<file path="config.mk">
export PLATFORM = sky130hd
export DESIGN_NAME = cpu_sequencer
export DESIGN_NICKNAME = d
export VERILOG_FILES = /design/src/rtl/cpu_sequencer.sv
export SDC_FILE = /design/constraint.sdc
export NUM_CORES = 1
export LEC_CHECK = 0
export ABC_AREA = 1
export BUFFER_PORTS_ARGS = -buffer_cell sky130_fd_sc_hd__buf_4
export CAP_MARGIN = 20
export CORE_MARGIN = 2
export CORE_UTILIZATION = 30
export CTS_BUF_LIST = sky130_fd_sc_hd__clkbuf_4 sky130_fd_sc_hd__clkbuf_8 sky130_fd_sc_hd__clkbuf_16
export DETAILED_ROUTE_END_ITERATION = 10
export GPL_TIMING_DRIVEN = 0
export PLACE_DENSITY = 0.53
export REMOVE_ABC_BUFFERS = 1
export SKIP_LAST_GASP = 1
export SYNTH_ARGS = -nofsm -noshare
export SYNTH_HDL_FRONTEND = slang
export SYNTH_SLANG_ARGS = --single-unit
</file>
<file path="constraint.sdc">
create_clock -name clk -period 2.9 [get_ports clk]
set_input_delay 0.58 -clock clk [delete_from_list [all_inputs] [get_ports clk]]
set_output_delay 0.58 -clock clk [all_outputs]
set_load 0.02 [all_outputs]
</file>
<file path="src/rtl/cpu_sequencer.sv">
// Instruction-cycle sequencer for the CPU core.
// It produces the 2-bit cycle code for the decoder and inserts stalls for memory wait states,
// multiplier wait, interrupt entry and halt/resume. It also keeps a retired-instruction counter.
module cpu_sequencer #(
  parameter int unsigned CNT_W       = 16,
  parameter int unsigned MUL_TIMEOUT = 15
) (
  input  logic             clk,
  input  logic             rst_n,
  input  logic             sm_extra,
  input  logic             stop,
  input  logic             mul_start,
  input  logic             mul_done,
  input  logic             mem_ready,
  input  logic             irq_req,
  input  logic             irq_en,
  input  logic             run,
  output logic [1:0]       state,
  output logic             idle,
  output logic             ir_load,
  output logic             irq_ack,
  output logic             irq_vec_load,
  output logic             halted,
  output logic             mul_timeout_err,
  output logic [CNT_W-1:0] instr_count
);

  localparam int unsigned MulCntW = $clog2(MUL_TIMEOUT + 1);

  typedef enum logic [2:0] {
    StFetch,
    StExec1,
    StExec2,
    StMulWait,
    StIrq,
    StHalt
  } fsm_e;

  fsm_e               fsm_q, fsm_d;
  logic [1:0]         state_q, state_d;
  logic               halted_q, halted_d;
  logic               irq_ack_q, irq_ack_d;
  logic               irq_pending_q, irq_pending_d;
  logic               irq_req_q;
  logic [MulCntW-1:0] mul_cnt_q, mul_cnt_d;
  logic [CNT_W-1:0]   instr_count_q, instr_count_d;
  logic               mul_err_q, mul_err_d;
  logic               eoi;

  // Next-state logic: cycle sequencing, retirement counting and the timeout flag.
  always_comb begin
    fsm_d         = fsm_q;
    mul_cnt_d     = mul_cnt_q;
    instr_count_d = instr_count_q;
    mul_err_d     = mul_err_q;
    eoi           = 1'b0;

    unique case (fsm_q)
      StFetch: begin
        if (mem_ready) fsm_d = StExec1;
      end
      // Exec1 is never stalled, so decoder side-effects happen exactly once.
      StExec1: begin
        if (stop) begin
          fsm_d         = StHalt;
          instr_count_d = instr_count_q + CNT_W'(1);
        end else if (mul_start) begin
          fsm_d     = StMulWait;
          mul_cnt_d = '0;
        end else if (sm_extra) begin
          fsm_d = StExec2;
        end else begin
          eoi = 1'b1;
        end
      end
      StExec2: begin
        if (mem_ready) eoi = 1'b1;
      end
      // mul_done takes priority over a timeout in the same cycle.
      StMulWait: begin
        mul_cnt_d = mul_cnt_q + MulCntW'(1);
        if (mul_done) begin
          eoi = 1'b1;
        end else if (mul_cnt_q == MulCntW'(MUL_TIMEOUT - 1)) begin
          fsm_d     = StHalt;
          mul_err_d = 1'b1;
        end
      end
      StIrq: begin
        fsm_d = StFetch;
      end
      StHalt: begin
        if (run) begin
          fsm_d     = StFetch;
          mul_err_d = 1'b0;
        end
      end
      default: begin
        fsm_d = StFetch;
      end
    endcase

    if (eoi) begin
      instr_count_d = instr_count_q + CNT_W'(1);
      fsm_d         = (irq_pending_q && irq_en) ? StIrq : StFetch;
    end
  end

  // A new request edge wins over the clear applied while in the IRQ state.
  always_comb begin
    irq_pending_d = (irq_req & ~irq_req_q) | (irq_pending_q & (fsm_q != StIrq));
  end

  // Registered Moore outputs are decoded from the next state.
  always_comb begin
    unique case (fsm_d)
      StFetch: state_d = 2'b00;
      StExec1: state_d = 2'b01;
      StExec2: state_d = 2'b10;
      default: state_d = 2'b11;
    endcase
    halted_d  = (fsm_d == StHalt);
    irq_ack_d = (fsm_d == StIrq);
  end

  // State and output registers with async active-low reset.
  always_ff @(posedge clk or negedge rst_n) begin
    if (!rst_n) begin
      fsm_q         <= StFetch;
      state_q       <= 2'b00;
      halted_q      <= 1'b0;
      irq_ack_q     <= 1'b0;
      irq_pending_q <= 1'b0;
      irq_req_q     <= 1'b0;
      mul_cnt_q     <= '0;
      instr_count_q <= '0;
      mul_err_q     <= 1'b0;
    end else begin
      fsm_q         <= fsm_d;
      state_q       <= state_d;
      halted_q      <= halted_d;
      irq_ack_q     <= irq_ack_d;
      irq_pending_q <= irq_pending_d;
      irq_req_q     <= irq_req;
      mul_cnt_q     <= mul_cnt_d;
      instr_count_q <= instr_count_d;
      mul_err_q     <= mul_err_d;
    end
  end

  // Output wiring; ir_load is the only Mealy output.
  always_comb begin
    state           = state_q;
    idle            = (state_q == 2'b11);
    ir_load         = (fsm_q == StFetch) & mem_ready;
    irq_ack         = irq_ack_q;
    irq_vec_load    = irq_ack_q;
    halted          = halted_q;
    mul_timeout_err = mul_err_q;
    instr_count     = instr_count_q;
  end

endmodule

</file>
### After elaboration in Yosys (flattened, before gate mapping)

Cells that the tools add are included.

* flip-flop bits (word level): 30
* output and inout bits: 24

* reduce and logical (&&, ||, !) cells: 10
* add/subtract/negate cells: 2
* multiplexer cells: 27
* eq/ne operators: 16
* bitwise logic cells: 5

Operators by type and width (count)
* two-way mux 16 bit: 3
* two-way mux 3 bit: 9
* adder 16 x 1 -> 16 bit (second input constant): 1
* case mux 3 bit (5 select lines): 1
* != test 2 bit (second input constant): 5
* equality test 3 x 2 -> 1 bit (second input constant): 3
* equality test 3 bit (second input constant): 3
* two-way mux 1 bit: 8
* two-way mux 4 bit: 2
* case mux 4 bit (2 select lines): 1
* nonzero test 2 bit: 4
* equality test 3 x 1 -> 1 bit (second input constant): 2
* zero test 3 bit: 2
* case mux 2 bit (3 select lines): 1
* adder 4 x 1 -> 4 bit (second input constant): 1
* equality test 4 bit (second input constant): 1
* AND reduction 4 bit: 1
* bitwise AND 1 bit: 3
* != test 3 bit (second input constant): 1
* case mux 1 bit (3 select lines): 1
* AND reduction 3 bit: 1
* equality test 2 bit (second input constant): 1
* case mux 1 bit (2 select lines): 1
* AND reduction 2 bit: 1
* 3 further kinds: 3

### Logic depth before layout (Yosys ltp)

* depth in word-level cells: 7
* gate-level depth with buffers: 9

### Worst setup path before layout

OpenSTA, ideal clock, no wires.

* path type: input to output
* start point: input mem_ready
* end point: output ir_load
* setup slack: 1.374 ns
* stages: 2
* data arrival time: 0.946 ns
* buffers on the path: 0
* path through: nand2_1 nor2_1

* word-level cells in the longest chain between the ends: 1

Ends and longest elaborated chain
* from (decl): RTL line 14 `input logic mem_ready,`
* bitwise AND 1 bit: RTL line 155 `ir_load = (fsm_q == StFetch) & mem_ready;`
* to (decl): RTL line 20 `output logic ir_load,`

Every way passes these cells.

### Worst setup path after layout

* start point: register fsm_q[0]
* end point: output ir_load

* word-level cells in the longest chain between the ends: 2

Ends and longest elaborated chain
* from (decl): RTL line 39 `fsm_e fsm_q, fsm_d;`
* from (signal assigned): RTL line 129 `fsm_q <= StFetch;`
* from (signal assigned): RTL line 139 `fsm_q <= fsm_d;`
* zero test 3 bit: RTL line 155
* bitwise AND 1 bit: RTL line 155

Every way passes these cells.

==> flow_summary.html <==
<table>
<tr><th>Metric</th><th>Value</th></tr>
<tr><th colspan="2">Clock tree</th></tr>
<tr><td>Buffer levels on the longest clock path</td><td>2</td></tr>
<tr><td>Clock input transition at the sequential cells of the worst setup and hold paths</td><td>0.07 ns</td></tr>
<tr><td>Clock insertion delay at the later pin of the skew report</td><td>~0.28 ns</td></tr>
<tr><td>Maximum level of the CTS H-tree</td><td>2</td></tr>
<tr><td>Post-cts hold buffer count</td><td>0</td></tr>
<tr><td>Number of instances resized during post-cts repair</td><td>0</td></tr>
<tr><td>Num Clock Sinks</td><td>30</td></tr>
<tr><td>Clock tree from TritonCTS</td><td>yes</td></tr>
<tr><td>Cts bufs inserted</td><td>5</td></tr>
<tr><td>Cell chosen for the clock root</td><td>sky130_fd_sc_hd__clkbuf_8</td></tr>
<tr><td>Setup repair bufs after CTS</td><td>0</td></tr>
<tr><th colspan="2">Placement</th></tr>
<tr><td>Placed wire-length estimate</td><td>roughly 3100 um</td></tr>
<tr><td>Placer Congestion</td><td>0.7789</td></tr>
<tr><td>Total of buffers placed on input and output ports</td><td>33</td></tr>
<tr><th colspan="2">Critical path</th></tr>
<tr><td>Crit Reg-Reg Startpoint</td><td>instr_count[0]</td></tr>
<tr><td>Reg2Reg Setup Slack</td><td>between 1 and 1.5 ns</td></tr>
<tr><td>Kind of capture point of the worst setup path</td><td>output pin</td></tr>
<tr><td>Endpoint of the worst register-to-register path</td><td>instr_count[10]</td></tr>
<tr><td>Start-to-end type of the worst setup path</td><td>register to output pin</td></tr>
<tr><td>Critical path's slowest cell</td><td>sky130_fd_sc_hd__dfrtp_1</td></tr>
<tr><td>Crit Path Max Fanout</td><td>5</td></tr>
<tr><td>Stage delay of the slowest cell on the critical path</td><td>roughly 0.43 ns</td></tr>
<tr><td>Number of buffers and inverters on the critical path</td><td>2</td></tr>
<tr><td>Category of the worst setup path launch point</td><td>register</td></tr>
<tr><td>Worst path required time</td><td>2.32 ns</td></tr>
<tr><td>Startpoint of the most critical setup path</td><td>fsm_q[0]</td></tr>
<tr><td>R2R cell count</td><td>8</td></tr>
<tr><td>Largest delay contributor family on the critical path</td><td>flip-flops</td></tr>
<tr><td>Cell chain of the critical path</td><td>inv_2 -&gt; nand2_1 -&gt; nor2_1 -&gt; buf_4</td></tr>
<tr><td>Critical path data arrival time</td><td>about 1.3 ns</td></tr>
<tr><th colspan="2">Routing</th></tr>
<tr><td>Routed WL</td><td>between 4000 and 5000 um</td></tr>
<tr><td>Vias</td><td>around 1,600</td></tr>
<tr><td>Number of vias per cell</td><td>roughly 4.6</td></tr>
<tr><td>Detail Route Antenna Nets</td><td>0</td></tr>
<tr><td>WL/cell</td><td>around 12 um</td></tr>
<tr><td># DRC</td><td>0</td></tr>
<tr><td>DR iter-0 viols</td><td>slightly below 70</td></tr>
<tr><td>Drt first pass iters</td><td>4</td></tr>
<tr><th colspan="2">Floorplan</th></tr>
<tr><td>Floorplan die width</td><td>approximately 82 um</td></tr>
<tr><td>Die area</td><td>about 6700 um^2</td></tr>
<tr><td>Row cnt</td><td>28</td></tr>
<tr><td>Chip Height</td><td>just over 80 um</td></tr>
<tr><td>Core footprint</td><td>just under 6000 um^2</td></tr>
<tr><td>I/O pin cnt</td><td>34</td></tr>
<tr><td>Starting Density</td><td>0.3089</td></tr>
<tr><th colspan="2">Timing</th></tr>
<tr><td>Clock period minus worst slack</td><td>1.894 ns</td></tr>
<tr><td>Number of pins with negative max-slew slack in the final report</td><td>0</td></tr>
<tr><td>Max Clock Freq</td><td>527.9 MHz</td></tr>
<tr><td>Setup repair after global routing missed its margin</td><td>false</td></tr>
<tr><td>Fraction of the cycle the final worst path needs</td><td>0.6533</td></tr>
<tr><td>Worst rel slew slack</td><td>0.7347</td></tr>
<tr><td>Final-layout setup total negative slack</td><td>0 ns</td></tr>
<tr><td>Skew final</td><td>0.01126 ns</td></tr>
<tr><td>Worst slew pin tran</td><td>0.3975 ns</td></tr>
<tr><td>Total count of hold-check failures in the final report</td><td>0</td></tr>
<tr><td>Setup violation total in the final timing report</td><td>0</td></tr>
<tr><th colspan="2">Logic synthesis</th></tr>
<tr><td>Post-synthesis cell area</td><td>between 1500 and 2000 um^2</td></tr>
<tr><td>Number of distinct library cell variants in the gate-level netlist after synthesis</td><td>27</td></tr>
<tr><td>Number of instances in the synthesized netlist</td><td>236</td></tr>
<tr><td>Top cell type's share of synthesized area</td><td>0.4129</td></tr>
<tr><td>Yosys warning total</td><td>0</td></tr>
<tr><td>Avg Synthesized Cell Area</td><td>a little under 8 um^2</td></tr>
<tr><td>Cell type with the largest total area after synthesis</td><td>sky130_fd_sc_hd__dfrtp_1</td></tr>
<tr><td>Flop and latch count out of synthesis</td><td>30</td></tr>
<tr><td>Sequential cell area fraction in the yosys report</td><td>0.4129</td></tr>
<tr><td>Ranking of synthesized cells by area</td><td>sky130_fd_sc_hd__dfrtp_1, sky130_fd_sc_hd__nand2_1, sky130_fd_sc_hd__nand3_1</td></tr>
<tr><th colspan="2">Power and ir drop</th></tr>
<tr><td>Power density normalized to cell area</td><td>roughly 860 nW/um^2</td></tr>
<tr><td>Proportion of total power due to net switching</td><td>0.3996</td></tr>
<tr><td>Power Total</td><td>between 1.5 and 2 mW</td></tr>
<tr><td>Internal power summed over all cells</td><td>about 1.2 mW</td></tr>
<tr><td>Fraction of power consumed by the clock network</td><td>0.272</td></tr>
<tr><td>Part of the power in registers</td><td>0.332</td></tr>
<tr><td>Max rail drop VDD</td><td>approximately 0.45 mV</td></tr>
<tr><td>Leakage component of the power</td><td>about 1.2 nW</td></tr>
<tr><td>Combinational fraction of design power</td><td>0.395</td></tr>
<tr><td>Switching Power</td><td>roughly 770 uW</td></tr>
<tr><th colspan="2">Finish</th></tr>
<tr><td>Share of cells above drive strength 1</td><td>0.2271</td></tr>
<tr><td>Diode count</td><td>0</td></tr>
<tr><td>Nets</td><td>~290</td></tr>
<tr><td>Count of filler cells inserted in the layout</td><td>approximately 630</td></tr>
<tr><td>Layout overhead on the synthesized area</td><td>24.36%</td></tr>
<tr><th colspan="2">Global routing</th></tr>
<tr><td>Largest net degree at the start of global routing</td><td>31</td></tr>
<tr><td>Via count of the first global-routing pass</td><td>1,546</td></tr>
<tr><td>First-pass GRT wire length</td><td>roughly 7300 um</td></tr>
<tr><td>Initial antenna violation count</td><td>0</td></tr>
<tr><td>Total congestion overflow after global routing</td><td>0</td></tr>
<tr><td>Total Routing Usage GR</td><td>0.1417</td></tr>
<tr><th colspan="2">Run status</th></tr>
<tr><td>Outcome</td><td>completed</td></tr>
<tr><th colspan="2">Run</th></tr>
<tr><td>Max Cap Viol</td><td>0</td></tr>
<tr><th colspan="2">Worst hold path</th></tr>
<tr><td>Kind of path behind the tightest hold check</td><td>input pin to asynchronous set/reset pin</td></tr>
</table>
stage by stage:
step	area [um^2]	setup WS (ns)	cells	utilization	hold WS, ns
6_report	2261	1.006	348	0.3841	0.2190
5_1_grt	2261	0.9327	348	0.3841	0.2411
3_3_place_gp	2118	1.267	340	0.3599	0.4095
2_1_floorplan	1777	1.374	232	-	0.2844
3_5_place_dp	2118	1.265	340	0.3599	0.4434
4_1_cts	2261	0.9940	348	0.3841	0.2300
Yosys cell counts:
cell type and instances:
sky130_fd_sc_hd__a21oi_1 2, sky130_fd_sc_hd__buf_4 1, sky130_fd_sc_hd__buf_6 1, sky130_fd_sc_hd__buf_8 1
sky130_fd_sc_hd__clkbuf_4 1, sky130_fd_sc_hd__dfrtp_1 30, sky130_fd_sc_hd__ha_1 3, sky130_fd_sc_hd__inv_1 22
sky130_fd_sc_hd__inv_2 4, sky130_fd_sc_hd__inv_4 1, sky130_fd_sc_hd__nand2_1 86, sky130_fd_sc_hd__nand2_2 1
sky130_fd_sc_hd__nand2_4 4, sky130_fd_sc_hd__nand3_1 26, sky130_fd_sc_hd__nand3_2 5, sky130_fd_sc_hd__nand3_4 2
sky130_fd_sc_hd__nand3b_1 1, sky130_fd_sc_hd__nand4_1 5, sky130_fd_sc_hd__nand4_4 1, sky130_fd_sc_hd__nor2_1 21
sky130_fd_sc_hd__nor2_4 1, sky130_fd_sc_hd__nor2_8 1, sky130_fd_sc_hd__o2111ai_1 1, sky130_fd_sc_hd__o21ai_0 6
sky130_fd_sc_hd__or2_2 1, sky130_fd_sc_hd__xnor2_1 4, sky130_fd_sc_hd__xor2_1 4
worst max-delay path by stage:
stage                                  to  slack [ns]  depth (start not counted)
after floorplan                   ir_load        1.37                          2
after global placement            ir_load        1.27                          4
after detailed placement  instr_count[10]        1.26                          8
after CTS                         ir_load        0.99                          4
after global routing              ir_load        0.93                          4
final                             ir_load        1.01                          4
layer usage:
metal | part of all wire | track usage
met5 | 0 | 0
met4 | 0.0096 | 0.04000
met3 | 0.036 | 0.03187
met2 | 0.46 | 0.2325
met1 | 0.49 | 0.1868
cells in the final DEF (no fill, tap or decap):
cell,count
sky130_fd_sc_hd__o21ai_0,6
sky130_fd_sc_hd__clkbuf_8,6
sky130_fd_sc_hd__nand3_1,26
sky130_fd_sc_hd__dfrtp_1,30
sky130_fd_sc_hd__xor2_1,4
sky130_fd_sc_hd__or2_2,1
sky130_fd_sc_hd__o2111ai_1,1
sky130_fd_sc_hd__nand2_1,86
sky130_fd_sc_hd__inv_2,4
sky130_fd_sc_hd__nand3_4,2
sky130_fd_sc_hd__inv_4,1
sky130_fd_sc_hd__nor2_4,1
sky130_fd_sc_hd__bufinv_16,2
sky130_fd_sc_hd__xnor2_1,4
sky130_fd_sc_hd__nand2_4,4
sky130_fd_sc_hd__ha_1,3
sky130_fd_sc_hd__nor2_1,21
sky130_fd_sc_hd__nor2_8,1
sky130_fd_sc_hd__inv_1,22
sky130_fd_sc_hd__nand2_2,1
sky130_fd_sc_hd__nand3_2,5
sky130_fd_sc_hd__nand3b_1,1
sky130_fd_sc_hd__buf_4,33
sky130_fd_sc_hd__nand4_1,5
sky130_fd_sc_hd__nand4_4,1
sky130_fd_sc_hd__a21oi_1,2
kinds of logic (layout without fill, tap and decap cells):
logic type	count (synthesis)	after routing	share of synthesized area
xor gates and xnor gates	8	8	0.03854
adders and majority gates	3	3	0.02065
AOI/OAI and AO/OA	9	9	0.02684
buffers and inverters	31	68	0.07984
DFF	30	30	0.4129
and+or+nand+nor	155	155	0.4212
power by group through the flow:
stage / logic, mW / clock network [mW] / registers, mW
floorplan: 0.467 / 0 / 0.694
global placement: 0.760 / 0 / 0.651
detailed placement: 0.777 / 0 / 0.655
CTS: 0.779 / 0.538 / 0.648
global route: 0.873 / 0.556 / 0.664
finish: 0.766 / 0.527 / 0.644
registers in the layout, indices dropped and copies added (netlist names):
signal           flops
instr_count         16
state                2
irq_pending_q        1
fsm_q                3
mul_cnt_q            4
irq_ack              1
irq_req_q            1
mul_timeout_err      1
halted               1
layout make-up:
type                    count  area, um^2  area share
inverters                  27       103.9     0.04593
well taps                  75       93.84     0.04151
flip-flops and latches     30       750.7      0.3320
multi-input cells         175       922.1      0.4079
clock inverters             2       60.06     0.02656
repair buffers             33       247.7      0.1096
clock buffers               6       82.58     0.03652
Power figures use the tool's default switching activity.
